**config.mk**
```make
export PLATFORM = sky130hd
export DESIGN_NAME = gfx_blit_queue
export DESIGN_NICKNAME = d
export VERILOG_FILES = /design/src/rtl/gfx_pkg.sv /design/src/rtl/gfx_desc_fifo.sv /design/src/rtl/gfx_blit_queue.sv
export SDC_FILE = /design/constraint.sdc
export NUM_CORES = 1
export LEC_CHECK = 0
export BUFFER_PORTS_ARGS = -buffer_cell sky130_fd_sc_hd__buf_4
export CORE_MARGIN = 3
export CORE_UTILIZATION = 58
export DETAILED_ROUTE_END_ITERATION = 7
export PLACE_DENSITY = 0.75
export SLEW_MARGIN = 10
export SYNTH_ARGS = -nofsm -noshare
export SYNTH_HDL_FRONTEND = slang
export SYNTH_SLANG_ARGS = --single-unit
```
**constraint.sdc**
```tcl
create_clock -name i_clk -period 4.2 [get_ports i_clk]
set_input_delay 0.84 -clock i_clk [delete_from_list [all_inputs] [get_ports i_clk]]
set_output_delay 0.84 -clock i_clk [all_outputs]
set_load 0.02 [all_outputs]
```
**src/rtl/gfx_pkg.sv**
```systemverilog
// Shared definitions for the GfxDma command queue: DMA register map, CTRL layout,
// sequencer state encoding and descriptor byte access.
package gfx_pkg;

    typedef enum logic [2:0] {
        SRC_L  = 3'd0,
        SRC_H  = 3'd1,
        DST_L  = 3'd2,
        DST_H  = 3'd3,
        WIDTH  = 3'd4,
        HEIGHT = 3'd5,
        MASK   = 3'd6,
        STATE  = 3'd7
    } dma_reg_e;

    localparam logic [3:0] CTRL_ADDR        = 4'd8;
    localparam int         CTRL_FLUSH_BIT   = 0;
    localparam int         CTRL_CLR_OVF_BIT = 1;
    localparam logic [7:0] MASK_RESET       = 8'hFF;

    localparam logic [1:0] SEQ_IDLE       = 2'd0;
    localparam logic [1:0] SEQ_WRITE      = 2'd1;
    localparam logic [1:0] SEQ_WAIT_START = 2'd2;
    localparam logic [1:0] SEQ_WAIT_DONE  = 2'd3;

    // Byte 0 (SRC_L) sits in the top byte, STATE in the bottom byte.
    typedef logic [63:0] desc_t;

    function automatic logic [7:0] desc_byte(input desc_t desc, input logic [2:0] idx);
        return desc[{~idx, 3'b000} +: 8];
    endfunction

endpackage

```
**src/rtl/gfx_desc_fifo.sv**
```systemverilog
// Synchronous descriptor FIFO with flush; level, full and empty are registered so
// they reflect the pushes and pops of the previous edge.
module gfx_desc_fifo
    import gfx_pkg::*;
#(
    parameter int DEPTH      = 4,
    parameter int DEPTH_LOG2 = 2
) (
    input  logic                  i_clk,
    input  logic                  i_rst,
    input  logic                  i_push,
    input  desc_t                 i_push_data,
    input  logic                  i_pop,
    input  logic                  i_flush,
    output desc_t                 o_head,
    output logic [DEPTH_LOG2:0]   o_level,
    output logic                  o_full,
    output logic                  o_empty,
    output logic                  o_drop
);

    localparam logic [DEPTH_LOG2:0] FULL_LEVEL = {1'b1, {DEPTH_LOG2{1'b0}}};

    desc_t                 mem_q [DEPTH];
    logic [DEPTH_LOG2-1:0] wr_ptr_q, wr_ptr_d;
    logic [DEPTH_LOG2-1:0] rd_ptr_q, rd_ptr_d;
    logic [DEPTH_LOG2:0]   level_q, level_d;
    logic                  full_q, full_d;
    logic                  empty_q, empty_d;
    logic                  pop_ok;
    logic                  push_ok;

    assign pop_ok  = i_pop && !empty_q;
    // A same-edge pop or flush frees room, so a push into a full queue survives it.
    assign push_ok = i_push && (!full_q || pop_ok || i_flush);

    always_comb begin
        // NOTE: every _d gets a default first so no path leaves it unassigned (no latch).
        wr_ptr_d = wr_ptr_q;
        rd_ptr_d = rd_ptr_q;
        level_d  = level_q;
        if (i_flush) begin
            rd_ptr_d = wr_ptr_q;
            level_d  = '0;
        end else if (pop_ok) begin
            rd_ptr_d = rd_ptr_q + 1'b1;
            level_d  = level_q - 1'b1;
        end
        if (push_ok) begin
            wr_ptr_d = wr_ptr_q + 1'b1;
            level_d  = level_d + 1'b1;
        end
        full_d  = (level_d == FULL_LEVEL);
        empty_d = (level_d == '0);
    end

    always_ff @(posedge i_clk) begin
        // NOTE: sequential state uses <= so every flop samples pre-edge values.
        if (i_rst) begin
            wr_ptr_q <= '0;
            rd_ptr_q <= '0;
            level_q  <= '0;
            full_q   <= 1'b0;
            empty_q  <= 1'b1;
        end else begin
            wr_ptr_q <= wr_ptr_d;
            rd_ptr_q <= rd_ptr_d;
            level_q  <= level_d;
            full_q   <= full_d;
            empty_q  <= empty_d;
        end
    end

    // NOTE: the storage array is not reset; the pointers and level define validity.
    always_ff @(posedge i_clk) begin
        if (push_ok) begin
            mem_q[wr_ptr_q] <= i_push_data;
        end
    end

    assign o_head  = mem_q[rd_ptr_q];
    assign o_level = level_q;
    assign o_full  = full_q;
    assign o_empty = empty_q;
    assign o_drop  = i_push && !push_ok;

endmodule

```
**src/rtl/gfx_blit_queue.sv**
```systemverilog
// CPU-facing blit command queue: stages 8-byte descriptors, queues them, and replays
// each into the GfxDma register map (STATE last), waiting for the DMA between blits.
module gfx_blit_queue
    import gfx_pkg::*;
#(
    parameter int DEPTH         = 4,
    parameter int DEPTH_LOG2    = 2,
    parameter int START_TIMEOUT = 4
) (
    input  logic                  i_clk,
    input  logic                  i_rst,
    input  logic                  i_cpu_we,
    input  logic [3:0]            i_cpu_addr,
    input  logic [7:0]            i_cpu_data,
    output logic [DEPTH_LOG2:0]   o_level,
    output logic                  o_full,
    output logic                  o_empty,
    output logic                  o_busy,
    output logic                  o_overflow,
    output logic                  o_dma_ce_b,
    output logic                  o_dma_we_b,
    output logic [2:0]            o_dma_addr,
    output logic [7:0]            o_dma_data,
    output logic                  o_dma_drive,
    input  logic                  i_dma_active
);

    localparam int                   TIMER_W      = $clog2(START_TIMEOUT) + 1;
    localparam logic [TIMER_W-1:0]   TIMEOUT_LAST = TIMER_W'(START_TIMEOUT - 1);

    logic [7:0]         staging_q [8];
    logic [7:0]         staging_d [8];
    logic [1:0]         state_q, state_d;
    logic [2:0]         idx_q, idx_d;
    desc_t              shadow_q, shadow_d;
    logic [TIMER_W-1:0] timer_q, timer_d;
    logic               overflow_q, overflow_d;
    logic               busy_q, busy_d;
    logic               dma_ce_b_q, dma_ce_b_d;
    logic               dma_we_b_q, dma_we_b_d;
    logic               dma_drive_q, dma_drive_d;
    logic [2:0]         dma_addr_q, dma_addr_d;
    logic [7:0]         dma_data_q, dma_data_d;

    logic               cpu_stage;
    logic               cpu_push;
    logic               cpu_ctrl;
    logic               flush;
    logic               clr_ovf;
    desc_t              push_data;
    logic               pop;
    logic               writing;
    desc_t              fifo_head;
    logic               fifo_empty;
    logic               fifo_drop;

    assign cpu_stage = i_cpu_we && !i_cpu_addr[3];
    assign cpu_push  = cpu_stage && (i_cpu_addr[2:0] == STATE);
    assign cpu_ctrl  = i_cpu_we && (i_cpu_addr == CTRL_ADDR);
    assign flush     = cpu_ctrl && i_cpu_data[CTRL_FLUSH_BIT];
    assign clr_ovf   = cpu_ctrl && i_cpu_data[CTRL_CLR_OVF_BIT];
    assign push_data = {staging_q[0], staging_q[1], staging_q[2], staging_q[3],
                        staging_q[4], staging_q[5], staging_q[6], i_cpu_data};

    gfx_desc_fifo #(
        .DEPTH      (DEPTH),
        .DEPTH_LOG2 (DEPTH_LOG2)
    ) u_fifo (
        .i_clk       (i_clk),
        .i_rst       (i_rst),
        .i_push      (cpu_push),
        .i_push_data (push_data),
        .i_pop       (pop),
        .i_flush     (flush),
        .o_head      (fifo_head),
        .o_level     (o_level),
        .o_full      (o_full),
        .o_empty     (fifo_empty),
        .o_drop      (fifo_drop)
    );

    always_comb begin
        staging_d = staging_q;
        if (cpu_stage) begin
            staging_d[i_cpu_addr[2:0]] = i_cpu_data;
        end
        overflow_d = overflow_q;
        if (fifo_drop) begin
            overflow_d = 1'b1;
        end
        if (clr_ovf) begin
            overflow_d = 1'b0;
        end
    end

    always_comb begin
        state_d  = state_q;
        idx_d    = idx_q;
        shadow_d = shadow_q;
        timer_d  = timer_q;
        pop      = 1'b0;
        case (state_q)
            SEQ_IDLE: begin
                if (!fifo_empty && !i_dma_active) begin
                    pop      = 1'b1;
                    shadow_d = fifo_head;
                    idx_d    = SRC_L;
                    state_d  = SEQ_WRITE;
                end
            end
            SEQ_WRITE: begin
                idx_d = idx_q + 3'd1;
                if (idx_q == STATE) begin
                    state_d = SEQ_WAIT_START;
                    timer_d = '0;
                end
            end
            SEQ_WAIT_START: begin
                if (i_dma_active) begin
                    state_d = SEQ_WAIT_DONE;
                end else if (timer_q == TIMEOUT_LAST) begin
                    state_d = SEQ_IDLE;
                end else begin
                    timer_d = timer_q + 1'b1;
                end
            end
            SEQ_WAIT_DONE: begin
                if (!i_dma_active) begin
                    state_d = SEQ_IDLE;
                end
            end
            default: state_d = SEQ_IDLE;
        endcase

        // Bus flops are loaded from the next state so they line up with state_q.
        writing     = (state_d == SEQ_WRITE);
        dma_ce_b_d  = !writing;
        dma_we_b_d  = !writing;
        dma_drive_d = writing;
        dma_addr_d  = writing ? idx_d : 3'd0;
        dma_data_d  = writing ? desc_byte(shadow_d, idx_d) : 8'h00;
        busy_d      = (state_d != SEQ_IDLE) || i_dma_active;
    end

    always_ff @(posedge i_clk) begin
        if (i_rst) begin
            staging_q   <= '{8'h00, 8'h00, 8'h00, 8'h00, 8'h00, 8'h00, MASK_RESET, 8'h00};
            state_q     <= SEQ_IDLE;
            idx_q       <= '0;
            shadow_q    <= '0;
            timer_q     <= '0;
            overflow_q  <= 1'b0;
            busy_q      <= 1'b0;
            dma_ce_b_q  <= 1'b1;
            dma_we_b_q  <= 1'b1;
            dma_drive_q <= 1'b0;
            dma_addr_q  <= '0;
            dma_data_q  <= '0;
        end else begin
            staging_q   <= staging_d;
            state_q     <= state_d;
            idx_q       <= idx_d;
            shadow_q    <= shadow_d;
            timer_q     <= timer_d;
            overflow_q  <= overflow_d;
            busy_q      <= busy_d;
            dma_ce_b_q  <= dma_ce_b_d;
            dma_we_b_q  <= dma_we_b_d;
            dma_drive_q <= dma_drive_d;
            dma_addr_q  <= dma_addr_d;
            dma_data_q  <= dma_data_d;
        end
    end

    assign o_empty     = fifo_empty;
    assign o_busy      = busy_q;
    assign o_overflow  = overflow_q;
    assign o_dma_ce_b  = dma_ce_b_q;
    assign o_dma_we_b  = dma_we_b_q;
    assign o_dma_drive = dma_drive_q;
    assign o_dma_addr  = dma_addr_q;
    assign o_dma_data  = dma_data_q;

endmodule

```
==> run summary, run 1 <==
The register-to-register setup slack is 1290 ps. The design draws 9.005 mW. The total global routing overflow came out at 0. The number of iterations in the first detailed-routing pass is 5. Leaving out fill and tap cells, the most frequent cell in the layout is sky130_fd_sc_hd__edfxtp_1. The routed wire length came out at 32.89 mm. The clock network fraction of total power is 0.393.

The post-place instance area came out at 16220 um2. The post-synthesis instance area is 15660 um2. The endpoint identified for the worst register-to-register timing path is o_dma_data[3]. The number of endpoints failing setup at the final stage came out at 0.

The maximum buffer depth of the clock tree came out at 3. The final net count came out at 1103. The routed length per instance came out at 22.76 um. The final weighted congestion in routability-driven placement came out at 0.8132. Once routing completed, OpenROAD measured the worst setup slack at 1291 ps.

The number of clock buffers added by TritonCTS is 41. The die is 170.3 um tall. The launch instance of the worst register-to-register path is idx_q[1]. The clock slew at the register clock pins of the worst setup and hold paths came out at 60 ps. The most frequently used flop master after synthesis is sky130_fd_sc_hd__edfxtp_1.

The number of vias in the routed layout came out at 8754. For this design the static power due to leakage is 6.151 nW. The number of cell instances on the worst register-to-register path came out at 5. The area of all placed cells without fillers is 17550 um2. The overall die area came out at 29000 um2. The relative slew slack came out at 0.2734. The global routing met1 resource utilization came out at 0.3315. The number of global-route vias before repair was 8822. The post-cts gate resize count is 0. In the layout the commonest cells are sky130_fd_sc_hd__edfxtp_1 (256), sky130_fd_sc_hd__dfxtp_1 (152), sky130_fd_sc_hd__nand2_1 (145).

The number of vias per cell after detailed routing is 6.058. The number of max-slew violations in the final report came to 0. The cell at the root of the clock tree is sky130_fd_sc_hd__clkbuf_16. The H-tree depth reported by CTS is 2. The post-synth net total came out at 1078. Detailed placement finished with a half-perimeter wire length of 19.01 mm. The required arrival time at the worst endpoint is 4610 ps.

The global routing usage on met3 is 0.03926. Entering global routing, the biggest net connects 91 pins. met2 is the most crowded layer.

STA puts the critical path data arrival time at 3320 ps. The portion of the post-synthesis area used by sequential elements came out at 0.6880. In this run the most critical hold path is launched from shadow_q[8]. The endpoint of the worst hold-timing path is shadow_q[8]. The type of element launching the critical path is a flop. The number of unique standard cell types used by synthesis came out at 52. TritonCTS built the clock tree.

The number of violations of the max-capacitance limit is 0. Ranked by total cell area, the synthesized netlist is headed by sky130_fd_sc_hd__edfxtp_1 (49%), sky130_fd_sc_hd__dfxtp_1 (20%), sky130_fd_sc_hd__mux4_2 (9.2%), sky130_fd_sc_hd__mux2i_1 (4.3%), sky130_fd_sc_hd__nand2_1 (3.5%). During synthesis, Yosys emitted a total of 0 warnings.

The flip-flop and latch count after synthesis is 410. The sequential power share is 0.505. In this run the core area contains 59 standard-cell rows.

The core area came out at 26280 um2. The total net switching power came out at 2.110 mW. The remaining antenna violation count after routing came out at 0. The number of antenna diodes in the final layout is 0. The iteration-0 DRC count of the detailed router is 1009. The top-area cell type share of the netlist area is 0.4910. The number of setup buffers added after CTS is 0. The worst setup path is of the reg2reg kind. The x dimension of the die is 170.3 um.

The number of fillers in the final layout is 1796. The clock net sink count is 410. Of all cell types, the one taking the most synthesized area is sky130_fd_sc_hd__edfxtp_1. For this configuration, the core starts out at a cell density of 0.5957.

The synthesis-to-layout area growth is 12.13%. Along the worst path, the maximum fanout reaches 17. The share of flip-flops with an asynchronous set or reset after synthesis came out at 0.

The setup skew after layout is 13.32 ps. Setup repair after global routing left no endpoint under its margin. The flow ran to the end, and the final reports show no timing, DRC or antenna violations. The worst IR drop on VDD came out at 0.3524 mV. The number of buffer cells added on primary ports came out at 36.

In this run the count of I/O pins placed on the die edge is 37. The actual slew at the worst max-slew pin is 1087 ps. The count of endpoints failing hold in the final timing report is 0. The worst min-delay path class is reg2reg. The internal power component came out at 6.894 mW. The met2 track demand over resource came out at 0.3791.

The post-synthesis instance total came out at 1052. For this run, the total global-route usage over all layers was measured as 0.2337. The number of synthesized flops with an enable pin came out at 256. The highest achievable clock rate came out at 343.7 MHz.

The mean post-synth cell area came out at 14.88 um2. Of the cells placed in the final design, the portion with a size suffix greater than 1 is 0.1865. The proportion of total power due to net switching came out at 0.2344. The sort of element at the end of the critical path is a flop.

The number of hold-repair buffers added at the cts stage is 0. The final critical-path required period is 2909 ps. The number of cells on the worst hold path came out at 2. The post-place setup slack came out at 1090 ps. The ratio of total power to cell area is 513.0 nW/um2. The relative contribution of combinational cells to total power is 0.102. In the finished design, the share of the clock period the worst path needs comes to 0.6927. The final total negative setup slack is 0 ps. The wire length of the first global-routing pass came out at 51.41 mm.

The clock reaches the later pin of the worst-skew pair after 530 ps. The number of remaining DRC errors came out at 0. The initial antenna violation count is 0.
cell type report:
type / instances / area [um2] / share of cell area
timing repair buffer: 52 / 440.4 / 0.02509
inverter: 7 / 26.28 / 0.001497
multi-input combinational: 565 / 4558 / 0.2597
clock inverter: 12 / 86.33 / 0.004918
tap: 335 / 419.2 / 0.02388
clock buffer: 64 / 1246 / 0.07099
sequential: 410 / 10780 / 0.6140
power groups by stage:
stage	Clock [mW]	Sequential (mW)	Combinational, mW
2_1_floorplan	0	4.55	0.725
3_3_place_gp	0	4.63	0.903
3_5_place_dp	0	4.63	0.916
4_1_cts	3.58	4.55	0.923
5_1_grt	3.76	4.57	1.01
6_report	3.54	4.54	0.920
cell usage after synthesis, types with 11 or more instances:
cell	number
sky130_fd_sc_hd__nand2_1	146
sky130_fd_sc_hd__clkbuf_1	33
sky130_fd_sc_hd__a21oi_1	77
sky130_fd_sc_hd__mux4_2	64
sky130_fd_sc_hd__nor2b_1	12
sky130_fd_sc_hd__nor2_1	63
sky130_fd_sc_hd__nand3_1	11
sky130_fd_sc_hd__buf_2	29
sky130_fd_sc_hd__mux2_2	16
sky130_fd_sc_hd__dfxtp_1	154
sky130_fd_sc_hd__mux2i_1	68
sky130_fd_sc_hd__edfxtp_1	256
kinds of logic (layout without fill, tap and decap cells):
kind of cell,Yosys count,after routing,share of synthesized area
XOR/XNOR,5,5,0.002798
AO/OA/AOI/OAI,131,131,0.05379
multiplexers,151,151,0.1502
flip-flops,410,410,0.6880
buffers and inverters,77,135,0.02222
adder cells (fa/ha/maj),10,10,0.007992
AND/OR/NAND/NOR,268,268,0.07505
layer usage:
metal | part of all wire | wire length, um
met5 | 0 | 0
met4 | 0.023 | 741
met3 | 0.064 | 2096
met2 | 0.48 | 15880
met1 | 0.43 | 14180
worst max-delay path, stage by stage (launching register included):
cell and delay, ps:
sky130_fd_sc_hd__dfxtp_1 660, sky130_fd_sc_hd__ha_1 510, sky130_fd_sc_hd__mux2i_4 800, sky130_fd_sc_hd__mux2i_1 310
sky130_fd_sc_hd__mux2i_1 140, sky130_fd_sc_hd__a221o_1 350
worst max-delay path by stage:
stage                     slack (ps)  depth (start not counted)          start             endpoint
after global routing            1150                          5       idx_q[1]        o_dma_data[3]
final                           1290                          5       idx_q[1]        o_dma_data[3]
after global placement          1150                          6  i_cpu_addr[3]  u_fifo.mem_q[3][21]
after CTS                       1280                          5       idx_q[1]        o_dma_data[3]
after detailed placement        1090                          6  i_cpu_addr[3]   u_fifo.mem_q[3][2]
after floorplan                  550                          5  i_cpu_addr[3]   u_fifo.mem_q[1][0]
stage by stage:
stage,hold WS (ps),instances,util
CTS,453.8,1445,0.6680
global route,477.1,1445,0.6680
finish,453.8,1445,0.6680
floorplan,435.6,1052,-
global placement,440.9,1369,0.6173
detailed placement,445.8,1369,0.6173
sequential cells by signal, summed over array words and instances (netlist names), named ones only:
name             count
timer_q              3
o_dma_drive          1
u_fifo.o_full        1
push_data           56
o_dma_addr           3
u_fifo.wr_ptr_q      2
u_fifo.o_level       3
o_busy               1
shadow_q            64
o_dma_we_b           1
u_fifo.o_empty       1
u_fifo.rd_ptr_q      2
state_q              2
u_fifo.mem_q       256
o_dma_data           8
o_overflow           1
idx_q                3
No activity file was read; power rests on OpenSTA's default activity.
==> run 2: changes to the inputs <==
- clock period: 4.2 -> 2.9 ns (I/O delays scaled with it)
==> run summary, run 2 (same netlist as run 1, synthesis figures left out) <==
The required arrival time at the worst endpoint is 3360 ps. The number of global-route vias before repair is 8786. The wire length of the first global-routing pass came out at 50.83 mm. The post-place instance area is 16420 um2. STA classifies the critical path endpoint as a flop. No sink is reached through more buffers than the 3 on the longest clock path.

The initial antenna violation count came to 0. The routed length per instance came out at 22.32 um. The setup skew after layout is 16.00 ps. The share of the core filled with cells came out at 0.6748. The critical-path cell with the highest stage delay is sky130_fd_sc_hd__nor4_4.

The number of buffer cells added on primary ports is 36. The area growth from synthesis to layout is 13.28%. For the final routed database, the setup TNS stands at 0 ps. Along the worst path, the maximum fanout reaches 13. The share of cells above drive strength 1 came out at 0.2021. Leaving out fill and tap cells, the most frequent cells in the layout are sky130_fd_sc_hd__edfxtp_1 (256), sky130_fd_sc_hd__dfxtp_1 (152), sky130_fd_sc_hd__nand2_1 (145). The number of iterations in the first detailed-routing pass is 5. The relative slew slack is 0.4494. The worst setup path is launched from a flop. The core area came out at 26280 um2.

Dividing the final minimum period by the clock period gives 0.8630. The CTS tree is built. The number of endpoints failing setup at the final stage is 0. At the pin with the least slew margin, the transition time is 825.9 ps. Dividing the detail-routed via count by the number of cells gives 6.044. The remaining antenna violation count after routing came out at 0. The worst slack on hold paths came out at 299.6 ps. The insertion delay to the later sink of the worst-skew pair is 520 ps. The final net count is 1124. The row count came out at 59.

In this run the worst hold path is classified as in2reg. The critical path is of the reg2reg type. The repair_antennas step left the layout with diodes totalling 0. The final critical-path required period came out at 2503 ps. The routed wire length came out at 32.66 mm. STA puts the critical path data arrival time at 2970 ps.

After legalization and detailed placement, the total HPWL measured 19.20 mm. The number of remaining DRC errors came out at 0. The aggregate global-route resource usage is 0.2308. Static timing analysis puts the maximum clock frequency at 399.6 MHz. The number of hold-repair buffers added at the cts stage came out at 0. Global routing finished with a remaining overflow of 0. The vertical die dimension is 170.3 um.

The signal on the critical path passes through nor4_4 > nor2_1 > a211oi_1 > ha_1 > nand4_1 > mux2i_1 > mux2_2 > o21ba_1. The iteration-0 DRC count of the detailed router is 879. The number of fillers in the final layout is 1778.

The number of max-slew violations in the final report came to 0. The stage delay of the slowest cell on the critical path is 480 ps. The worst IR drop on VDD is 0.5296 mV. Counting both buffers and inverters, the worst setup path holds a total of 0. On the critical path the largest part of the delay comes from simple AND/OR/NAND/NOR gates. The clock slew at the register clock pins of the worst setup and hold paths came out at 60 ps. The number of violations of the max-capacitance limit is 0. The post-cts gate resize count came out at 0. For this configuration, the core starts out at a cell density of 0.5957. The leakage component of the power came out at 6.257 nW. The ratio of total power to cell area came out at 738.1 nW/um2. The cell sitting at the root of the clock tree is a sky130_fd_sc_hd__clkbuf_16.

u_fifo.mem_q holds more flip-flops than any other register. The library cell used most frequently in the layout, excluding fill and tap cells, is sky130_fd_sc_hd__edfxtp_1. The final weighted congestion in routability-driven placement is 0.8262. The pin count of the biggest net entering global routing came out at 72. The number of flip-flops in the largest register is 256. The x dimension of the die is 170.3 um. The clock drives 410 sinks.

The TritonCTS buffer count came out at 40. The run finished with clean final reports. The overall die area is 29000 um2.

The count of endpoints failing hold in the final timing report was 0. Setup repair after global routing left no endpoint under its margin. The H-tree generated during clock tree synthesis spans 2 levels. The I/O pin total is 37. In this run the post-CTS setup repair buffer count came out at 0. The number of vias in the routed layout is 8842. The post-layout total power came out at 13.09 mW. Once layout is done, the placed cells without fillers occupy 17730 um2.
run 2: worst register-to-register path: cells and delay by family, from the launching register on:
| kind | cells | cell delay [ps] |
|---|---|---|
| compound gates | 2 | 590 |
| fa+ha+maj | 1 | 220 |
| flops | 1 | 430 |
| mux | 2 | 530 |
| simple gates | 3 | 670 |
run 2: layout make-up:
type                            count  area (um2)  area share
Sequential cell                   410       10780      0.6076
Multi-Input combinational cell    565        4558      0.2570
Clock inverter                     17       183.9     0.01037
Inverter                            7       26.28    0.001482
Clock buffer                       55        1129     0.06364
Timing Repair Buffer               74       643.1     0.03626
Tap cell                          335       419.2     0.02363
run 2: final timing paths:
kind | endpoint | slack [ps] | from | depth (start not counted)
setup / recovery | u_fifo.o_empty | 400 | state_q[0] | 8
hold / removal | o_overflow | 300 | i_cpu_we | 2
setup reg to reg | u_fifo.o_empty | 400 | state_q[0] | 8
hold reg to reg | shadow_q[4] | 450 | shadow_q[4] | 2
run 2: metrics by stage:
step	cells	setup slack (ps)
finish	1463	397.2
global route	1463	251.9
CTS	1463	436.8
detailed placement	1391	206.7
global placement	1391	230.9
floorplan	1052	203.8
run 2: layer usage:
metal / up-vias / share of wire / global-route usage
li1: 4019 / - / -
met5: - / 0 / 0
met2: 294 / 0.47 / 0.3620
met4: 0 / 0.029 / 0.07372
met3: 59 / 0.065 / 0.03717
met1: 4470 / 0.44 / 0.3375
run 2: power breakdown:
| part | switching [mW] | internal (mW) | total, mW | leakage [nW] |
|---|---|---|---|---|
| Combinational | 0.797 | 0.635 | 1.43 | 1.96 |
| Clock | 2.06 | 3.08 | 5.14 | 0.648 |
| Sequential | 0.183 | 6.33 | 6.52 | 3.65 |
| Total | 3.04 | 10.0 | 13.1 | 6.26 |
==> run 3: changes to the inputs <==
- clock period: 2.9 -> 2.8 ns (I/O delays scaled with it)
==> run summary, run 3 (same netlist as run 1, synthesis figures left out) <==
The clock net sink count is 410. For the pin with the worst max-slew slack, the measured transition is 719.6 ps. The critical path goes through nor4_4 > buf_4 > mux2_1 > mux2i_1 > mux2_2 > o21ba_1.

The initial antenna violation count came out at 0. Leaving out fill and tap cells, the most frequent cell in the layout is sky130_fd_sc_hd__edfxtp_1. CTS placed an instance of sky130_fd_sc_hd__clkbuf_16 at the clock tree root. The slowest stage of the critical path belongs to the cell sky130_fd_sc_hd__buf_4. Together, buffers and inverters on the worst path number 1. The routed length per instance is 22.87 um.

TritonCTS built the clock tree. The die covers 29000 um2. The number of vias in the routed layout came out at 8939. The I/O pin total came out at 37. The synthesis-to-layout area growth came out at 14.42%. The portion of the clock cycle consumed by the worst path in the final layout came out at 0.8716. The maximum buffer depth of the clock tree is 3. The post-cts gate resize count is 0. The stage delay of the slowest cell on the critical path is 440 ps. For this run, design rule violations remaining after detail routing come to 0. Once the clock tree was built, the setup fixing pass inserted 0 buffers. The maximum net fanout on the critical path is 38.

The insertion delay to the later sink of the worst-skew pair came out at 530 ps. Entering global routing, the biggest net connects 140 pins. For the worst setup path, the data required time is 3270 ps. The x dimension of the die is 170.3 um.

The run finished with clean final reports. The core area is 26280 um2. The highest achievable clock rate came out at 409.7 MHz.

The internal power component came out at 10.58 mW. The leakage component of the power is 6.329 nW. The vertical die dimension came out at 170.3 um. Summing all flip-flop and latch instances after layout gives 10780 um2. The clock network fraction of total power came out at 0.402.

The number of clock buffers added by TritonCTS is 42. The gate family responsible for the most delay along the worst path is multiplexers. The final layout contains routed wiring with a total length of 33.62 mm.

The number of flip-flops in the largest register came out at 256. The critical path start-end classification is reg2reg. The worst setup path is launched from a flop. The remaining antenna violation count after routing came out at 0. The total net switching power is 3.239 mW.

Setup repair after global routing left no endpoint under its margin. The initial utilization of the core area, before any placement, comes to 0.5957. The number of hold buffers added after CTS was 0.

The wire length of the first global-routing pass is 51.94 mm. After floorplanning, the core was divided into 59 placement rows. The worst slack on hold paths is 281.3 ps.

The number of iterations in the first detailed-routing pass came out at 5. The post-detailed-placement half-perimeter wirelength came out at 19.75 mm. The final total negative setup slack came out at 0 ps.

u_fifo.mem_q holds more flip-flops than any other register. The worst IR drop on VDD came out at 0.4845 mV. The worst path needs 2441 ps of the cycle, external delays included. The final weighted congestion in routability-driven placement came out at 0.8324.

In the global route stage, overall resource usage came out at 0.2363. In this run, the number of DRC markers left after iteration 0 of detailed routing was 922. The number of endpoints failing setup at the final stage came out at 0. The worst path arrival time came out at 2910 ps.

The relative contribution of combinational cells to total power is 0.110. The number of global-route vias before repair came out at 8994. The count of endpoints failing hold in the final timing report came out at 0. After detailed routing, the number of vias per cell comes to 6.081. Input and output buffers added on the ports amount to 36.

After the last flow step, the layout net total stands at 1128. The setup skew after layout is 13.62 ps. The share of cells above drive strength 1 is 0.2062. Counting the fill cells in the layout gives 1777. The worst setup path is captured at a flop. Power spread over the standard cell area amounts to 771.6 nW/um2.

The number of max-slew violations in the final report is 0. In this run the tightest slew margin relative to its limit is 0.5191. The H-tree depth reported by CTS is 2. The tool flagged a number of max-cap violations equal to 0.

The multi-input combinational cells in the finished layout cover a total of 4558 um2. Clock-pin slew was measured on the worst setup and hold paths at 60 ps. The count of inserted antenna diode cells came out at 0. The tightest min-delay check is of the in2reg type.

Of the total power, the share spent switching nets is 0.2343. For this run the aggregate overflow at the end of global routing stands at 0. The sequential power share came out at 0.488. Leaving out fill and tap cells, the most frequent cells in the layout are sky130_fd_sc_hd__edfxtp_1 (256), sky130_fd_sc_hd__dfxtp_1 (152), sky130_fd_sc_hd__nand2_1 (145).
[run 3: cell types whose count changed in the layout (fill, tap and decap cells not counted), sizes merged]
cell / delta
clkbuf: +1
clkinv: +1
inv: +2
buf: +2
clkinvlp: +1
[run 3: per-stage QoR]
stage          instances  setup WS (ps)  cell area [um2]  power (mW)  utilization
6_report            1470          359.4            17910       13.82       0.6816
3_5_place_dp        1393          133.1            16510       8.382       0.6283
3_3_place_gp        1393          184.0            16510       8.348       0.6283
5_1_grt             1470          166.8            17910       14.26       0.6816
4_1_cts             1470          345.3            17910       13.90       0.6816
2_1_floorplan       1052          123.8            15660       7.909            -
[run 3: cell type report]
| class | instances | area share |
|---|---|---|
| Clock buffer | 56 | 0.06622 |
| Inverter | 7 | 0.001467 |
| Sequential cell | 410 | 0.6016 |
| Clock inverter | 21 | 0.01194 |
| Timing Repair Buffer | 76 | 0.04093 |
| Multi-Input combinational cell | 565 | 0.2545 |
| Tap cell | 335 | 0.02340 |
[run 3: worst paths after layout]
check	from	endpoint	slack [ps]	depth (start not counted)
worst max-delay path	state_q[1]	u_fifo.o_empty	360	6
worst min-delay path	i_cpu_we	o_overflow	280	2
worst min register to register	shadow_q[45]	shadow_q[45]	450	2
worst max register to register	state_q[1]	u_fifo.o_empty	360	6
[run 3: power groups by stage]
| stage | combinational [mW] | sequential, mW | clock, mW |
|---|---|---|---|
| detailed placement | 1.52 | 6.86 | 0 |
| finish | 1.52 | 6.74 | 5.56 |
| global placement | 1.49 | 6.85 | 0 |
| floorplan | 1.09 | 6.82 | 0 |
| CTS | 1.53 | 6.74 | 5.63 |
| global route | 1.66 | 6.76 | 5.84 |
[run 3: layer usage]
metal | wire, um | vias up | global-route usage | part of all wire
li1 | - | 4044 | - | -
met1 | 14330 | 4503 | 0.3358 | 0.43
met2 | 15890 | 322 | 0.3741 | 0.47
met3 | 2307 | 70 | 0.04065 | 0.069
met4 | 1090 | 0 | 0.08571 | 0.032
met5 | 0 | - | 0 | 0
